<file path="src/rtl/dm_hart_ctrl_if.sv">
// Signal bundle between the debug module register logic and the hart control unit.
// The handshake is level/pulse based; there is no valid/ready pairing on this bundle.
interface dm_hart_ctrl_if;
    logic dmactive_i;
    logic haltreq_i;
    logic resumereq_i;
    logic debugging_i;
    logic debug_strobe_o;
    logic resume_req_o;
    logic halted_o;
    logic running_o;
    logic resumeack_o;
    logic halt_timeout_o;

    modport slave (
        input  dmactive_i, haltreq_i, resumereq_i, debugging_i,
        output debug_strobe_o, resume_req_o, halted_o, running_o, resumeack_o, halt_timeout_o
    );

    modport master (
        output dmactive_i, haltreq_i, resumereq_i, debugging_i,
        input  debug_strobe_o, resume_req_o, halted_o, running_o, resumeack_o, halt_timeout_o
    );
endinterface

</file>
<file path="src/rtl/dm_hart_ctrl.sv">
// Hart control: turns a level halt request into retried halt strobes with timeout,
// drives the resume request polled by the debug ROM and tracks dmstatus hart state.
module dm_hart_ctrl #(
    parameter int unsigned RETRY_CYCLES   = 16,
    parameter int unsigned TIMEOUT_CYCLES = 1024
) (
    input  logic               clk_i,
    input  logic               rst_ni,
    dm_hart_ctrl_if.slave      bus,
    output logic [1:0]         dbg_state_o
);
    localparam int unsigned KW = $clog2(TIMEOUT_CYCLES);
    localparam int unsigned RW = $clog2(RETRY_CYCLES);
    localparam logic [KW-1:0] K_LAST     = KW'(TIMEOUT_CYCLES - 1);
    localparam logic [KW-1:0] K_MAX      = '1;
    localparam logic [RW-1:0] RETRY_LOAD = RW'(RETRY_CYCLES - 1);

    typedef enum logic [1:0] {
        ST_RUNNING     = 2'd0,
        ST_HALT_WAIT   = 2'd1,
        ST_HALTED      = 2'd2,
        ST_RESUME_WAIT = 2'd3
    } state_e;

    state_e        state_q, state_d;
    logic [KW-1:0] k_q, k_d;
    logic [RW-1:0] retry_q, retry_d;
    logic          armed_q, armed_d;
    logic          strobe_q, strobe_d;
    logic          resume_req_q, resume_req_d;
    logic          resumeack_q, resumeack_d;
    logic          timeout_q, timeout_d;

    always_ff @(posedge clk_i or negedge rst_ni) begin
        if (!rst_ni) begin
            state_q      <= ST_RUNNING;
            k_q          <= '0;
            retry_q      <= '0;
            armed_q      <= 1'b1;
            strobe_q     <= 1'b0;
            resume_req_q <= 1'b0;
            resumeack_q  <= 1'b0;
            timeout_q    <= 1'b0;
        end else begin
            state_q      <= state_d;
            k_q          <= k_d;
            retry_q      <= retry_d;
            armed_q      <= armed_d;
            strobe_q     <= strobe_d;
            resume_req_q <= resume_req_d;
            resumeack_q  <= resumeack_d;
            timeout_q    <= timeout_d;
        end
    end

    always_comb begin
        state_d      = state_q;
        k_d          = '0;
        retry_d      = '0;
        strobe_d     = 1'b0;
        armed_d      = bus.haltreq_i ? armed_q : 1'b1;
        resume_req_d = resume_req_q;
        resumeack_d  = resumeack_q;
        timeout_d    = timeout_q;

        if (!bus.dmactive_i) begin
            state_d      = bus.debugging_i ? ST_HALTED : ST_RUNNING;
            armed_d      = 1'b1;
            resume_req_d = 1'b0;
            resumeack_d  = 1'b0;
            timeout_d    = 1'b0;
        end else begin
            case (state_q)
                ST_RUNNING: begin
                    if (bus.debugging_i) begin
                        state_d = ST_HALTED;
                    end else if (bus.haltreq_i && armed_q) begin
                        state_d     = ST_HALT_WAIT;
                        strobe_d    = 1'b1;
                        retry_d     = RETRY_LOAD;
                        timeout_d   = 1'b0;
                        resumeack_d = 1'b0;
                    end
                end
                ST_HALT_WAIT: begin
                    // Priority: core halted, then abort, then timeout.
                    if (bus.debugging_i) begin
                        state_d = ST_HALTED;
                    end else if (!bus.haltreq_i) begin
                        state_d = ST_RUNNING;
                    end else if (k_q == K_LAST) begin
                        state_d   = ST_RUNNING;
                        timeout_d = 1'b1;
                        armed_d   = 1'b0;
                    end else begin
                        k_d      = (k_q == K_MAX) ? k_q : k_q + 1'b1;
                        retry_d  = (retry_q == '0) ? RETRY_LOAD : retry_q - 1'b1;
                        strobe_d = (retry_q == '0);
                    end
                end
                ST_HALTED: begin
                    // An unexpected debug-mode exit wins over a concurrent resume request.
                    if (!bus.debugging_i) begin
                        state_d = ST_RUNNING;
                    end else if (bus.resumereq_i && !bus.haltreq_i) begin
                        state_d      = ST_RESUME_WAIT;
                        resume_req_d = 1'b1;
                        resumeack_d  = 1'b0;
                    end
                end
                ST_RESUME_WAIT: begin
                    if (!bus.debugging_i) begin
                        state_d      = ST_RUNNING;
                        resume_req_d = 1'b0;
                        resumeack_d  = 1'b1;
                    end
                end
                default: state_d = ST_RUNNING;
            endcase
        end
    end

    always_comb begin
        bus.debug_strobe_o = strobe_q;
        bus.resume_req_o   = resume_req_q;
        bus.resumeack_o    = resumeack_q;
        bus.halt_timeout_o = timeout_q;
        bus.halted_o       = (state_q == ST_HALTED) || (state_q == ST_RESUME_WAIT);
        bus.running_o      = (state_q == ST_RUNNING) || (state_q == ST_HALT_WAIT);
        dbg_state_o        = state_q;
    end
endmodule

</file>
<file path="src/flat_wrapper.sv">
// flat-port wrapper written by rule: the top's interface ports become plain ports
module dm_hart_ctrl_flat 
#(
    parameter int unsigned RETRY_CYCLES   = 16,
    parameter int unsigned TIMEOUT_CYCLES = 1024
)
  (clk_i, rst_ni, dbg_state_o, bus_dmactive_i, bus_haltreq_i, bus_resumereq_i, bus_debugging_i, bus_debug_strobe_o, bus_resume_req_o, bus_halted_o, bus_running_o, bus_resumeack_o, bus_halt_timeout_o);
  dm_hart_ctrl_if bus_i ();
  input  logic clk_i;
  input  logic rst_ni;
  output logic [1:0] dbg_state_o;
  input wire logic [$bits(bus_i.dmactive_i)-1:0] bus_dmactive_i;
  input wire logic [$bits(bus_i.haltreq_i)-1:0] bus_haltreq_i;
  input wire logic [$bits(bus_i.resumereq_i)-1:0] bus_resumereq_i;
  input wire logic [$bits(bus_i.debugging_i)-1:0] bus_debugging_i;
  output wire logic [$bits(bus_i.debug_strobe_o)-1:0] bus_debug_strobe_o;
  output wire logic [$bits(bus_i.resume_req_o)-1:0] bus_resume_req_o;
  output wire logic [$bits(bus_i.halted_o)-1:0] bus_halted_o;
  output wire logic [$bits(bus_i.running_o)-1:0] bus_running_o;
  output wire logic [$bits(bus_i.resumeack_o)-1:0] bus_resumeack_o;
  output wire logic [$bits(bus_i.halt_timeout_o)-1:0] bus_halt_timeout_o;
  assign bus_i.dmactive_i = bus_dmactive_i;
  assign bus_i.haltreq_i = bus_haltreq_i;
  assign bus_i.resumereq_i = bus_resumereq_i;
  assign bus_i.debugging_i = bus_debugging_i;
  assign bus_debug_strobe_o = bus_i.debug_strobe_o;
  assign bus_resume_req_o = bus_i.resume_req_o;
  assign bus_halted_o = bus_i.halted_o;
  assign bus_running_o = bus_i.running_o;
  assign bus_resumeack_o = bus_i.resumeack_o;
  assign bus_halt_timeout_o = bus_i.halt_timeout_o;
  dm_hart_ctrl #(.RETRY_CYCLES(RETRY_CYCLES), .TIMEOUT_CYCLES(TIMEOUT_CYCLES)) u_core (.clk_i(clk_i), .rst_ni(rst_ni), .bus(bus_i), .dbg_state_o(dbg_state_o));
endmodule
</file>
<file path="config.mk">
export PLATFORM = sky130hd
export DESIGN_NAME = dm_hart_ctrl_flat
export DESIGN_NICKNAME = d
export VERILOG_FILES = /design/src/rtl/dm_hart_ctrl_if.sv /design/src/rtl/dm_hart_ctrl.sv /design/src/flat_wrapper.sv
export SDC_FILE = /design/constraint.sdc
export NUM_CORES = 1
export LEC_CHECK = 0
export ABC_AREA = 1
export BUFFER_PORTS_ARGS = -buffer_cell sky130_fd_sc_hd__buf_2
export CAP_MARGIN = 20
export CORE_MARGIN = 2
export CORE_UTILIZATION = 56
export CTS_CLUSTER_DIAMETER = 100
export CTS_CLUSTER_SIZE = 14
export DETAILED_ROUTE_END_ITERATION = 16
export HOLD_SLACK_MARGIN = 0.1
export PLACE_DENSITY = 0.79
export SETUP_SLACK_MARGIN = 0.05
export SLEW_MARGIN = 20
export SYNTH_ARGS = -nofsm -noshare
export SYNTH_HDL_FRONTEND = slang
export SYNTH_SLANG_ARGS = --single-unit
</file>
<file path="constraint.sdc">
create_clock -name clk_i -period 1.8 [get_ports clk_i]
set_clock_uncertainty 0.15 [all_clocks]
set_input_delay 0.09 -clock clk_i [delete_from_list [all_inputs] [get_ports clk_i]]
set_output_delay 0.09 -clock clk_i [all_outputs]
set_load 0.05 [all_outputs]
</file>
==> reports/metrics.yaml <==
status: "complete, no violations"
avgSynthCellArea_um2: 7.492
row_count: 16
place_congestion: 0.8830
hold_class: "input port to async pin"
max_freq_ghz: 0.6510
fin_crit_ns: 1.536
cp_max_fo: 10
final_cell_mix: "40 x nand2_1, 30 x nor2_1, 24 x inv_1"
wl_per_cell_um: 11.00
holdWs_ns: 0.09158
finalMaxSlewViolations: 0
grt_util_all_layers_pct: 20.90
syn_inst: 162
rsz0062_at_grt: "false"
overflow: 0
cts-root-buf: "clkbuf_4"
ios: 14
grt_pass1_wl_um: 4015
grt_max_degree: 22
start_kind: "flip-flop"
clkSinkCount: 21
ys.flop_type: "dfrtp_1"
critPathKind: "flip-flop to flip-flop"
io_buffers: 13
antenna_found_initial: 0
post_cts_resized: 0
vias_per_cell: 4.986
routed_wl_um: 2277
num_vias: 1032
fill_cells: 186
dpl.hpwl_um: 1693
final_hold_viol_count: 0
htreeDepth: 1
yosysUniqueCellTypes: 27
cp_data_arrival_time_ns: 1.59
finalPower_uw: 878.8
final_area_um2: 1364
power_density_nw_per_um2: 644.4
cp.required_ns: 1.85
slowest_stage: "dfrtp_1"
max-clock-path-buffers: 2
cap_violations: 0
path_clk_slew_ns: 0.12
synthesis.nets: 170
end_kind: "flip-flop"
drc: 0
yosysWarnings: 0
drtIter0Drc: 13
layout_commonest_cell: "nand2_1"
power_leakage_uw: 0.0007030
final-seq-area_um2: 526.8
grt_pass1_vias: 945
core_area_um2: 2002
dpl_cell_area_um2: 1297
timing.final.crit_share_pct: 85.34
clkLatencyLatePin_ns: 0.31
nets: 189
cp_slowest_stage_delay_ns: 0.45
multi_input_area_um2: 578.1
cts_tree: "yes"
antenna_left: 0
die_area_um2: 2556
async_reset_ff_share_pct: 100.0
ys_seq_area_share_pct: 43.40
finalSetupViolCount: 0
crit_chain: "ha_1 > nand2_1 > nor2_2 > nand3_4 > nand2_4 > nor2_1"
ys_ff_latch: 21
area_delta_synth_final_pct: 12.37
relSlewSlack_pct: 69.86
drtPass1Iterations: 4
drive_gt1_share_pct: 17.22
synth_edf_count: 0
worst-slew-pin-transition_ns: 0.4521
syn-cell-area_um2: 1214
initial_core_util_pct: 60.62
final.setup.tns_ns: 0
irDropWorstVdd_mv: 0.4377
die_w_um: 50.56
antenna_cells: 0
numCtsBuffers: 3
die_h_um: 50.56
reg2reg_slack_ns: 0.26
worst max-delay path: cells and delay by family (launching register included):
| family | cells | cell delay, ns |
|---|---|---|
| AND/OR/NAND/NOR | 5 | 0.61 |
| flip-flops | 1 | 0.45 |
| adder cells (fa/ha/maj) | 1 | 0.21 |
synth_stat cells, drive strengths merged, types with 2 or more instances:
master  instances  area share, %
nor2           34             12
clkbuf          2           0.62
inv            25            7.7
a21oi           2           0.82
nand2          42             14
nand3          17            8.5
nor3            4            2.9
xnor2           2            1.4
ha              2            2.1
xor2            2            1.4
nand4           2            1.0
dfrtp          20             41
o21ai           4            2.3
stage by stage:
step | util, % | std cells | setup slack (ns)
finish | 68.13 | 207 | 0.2640
global route | 68.13 | 207 | 0.1730
CTS | 68.13 | 207 | 0.2709
detailed placement | 64.81 | 199 | 0.2855
global placement | 64.81 | 199 | 0.3386
floorplan | - | 162 | 0.07543
path summary, 6_finish.rpt:
| kind | depth (start not counted) | to | startpoint |
|---|---|---|---|
| min in group clk_i | 7 | u_core.dbg_state_o[0]$_DFFE_PN0P_ | bus_resumereq_i |
| worst min register to register | 2 | u_core.bus.resumeack_o$_DFFE_PN0P_ | u_core.bus.resumeack_o$_DFFE_PN0P_ |
| max in group asynchronous | 2 | u_core.armed_q$_DFF_PN1_ | rst_ni |
| worst max-delay path | 6 | u_core.k_q[7]$_DFF_PN0_ | u_core.k_q[0]$_DFF_PN0_ |
| worst max register to register | 6 | u_core.k_q[7]$_DFF_PN0_ | u_core.k_q[0]$_DFF_PN0_ |
| worst min-delay path | 2 | u_core.retry_q[1]$_DFF_PN0_ | rst_ni |
registers in the layout, indices dropped and copies added (netlist names):
signal                     count
u_core.bus.resume_req_o        1
u_core.armed_q                 1
u_core.dbg_state_o             2
u_core.k_q                    10
u_core.bus.resumeack_o         1
u_core.bus.halt_timeout_o      1
u_core.retry_q                 4
u_core.bus.debug_strobe_o      1
timing repair:
action | in CTS | in global routing
hold endpoints to repair | 26 | 0
buffers inserted | 0 | 0
hold buffers | 4 | 0
logic make-up (layout without fill, tap and decap cells):
family	count (synthesis)	count (layout)	synth area share (%)
xor+xnor	4	4	2.887
compound gates	7	7	3.711
simple gates	100	100	38.97
fa+ha+maj	2	2	2.062
flops	21	21	43.40
buf+inv	28	46	8.970
area by class of cell:
| cell class | instances | share of cell area, % |
|---|---|---|
| inverters | 25 | 6.881 |
| repair buffers | 17 | 7.706 |
| flip-flops and latches | 21 | 38.62 |
| clock buffers | 4 | 1.927 |
| well taps | 27 | 2.477 |
| multi-input cells | 113 | 42.39 |
layer usage:
metal | up-vias | share of wire [%] | GRT usage, %
li1 | 533 | - | -
met3 | 6 | 2.3 | 2.679
met2 | 15 | 47 | 33.33
met4 | 0 | 2.5 | 10.81
met5 | - | 0 | 0
met1 | 478 | 48 | 27.80
where the power goes:
part	internal, uW	switching [uW]	leakage (uW)
registers	485	11.8	0.000284
logic	44.3	110	0.000404
clock network	86.6	142	0.0000150
total	615	263	0.000703
Power figures use the tool's default switching activity.
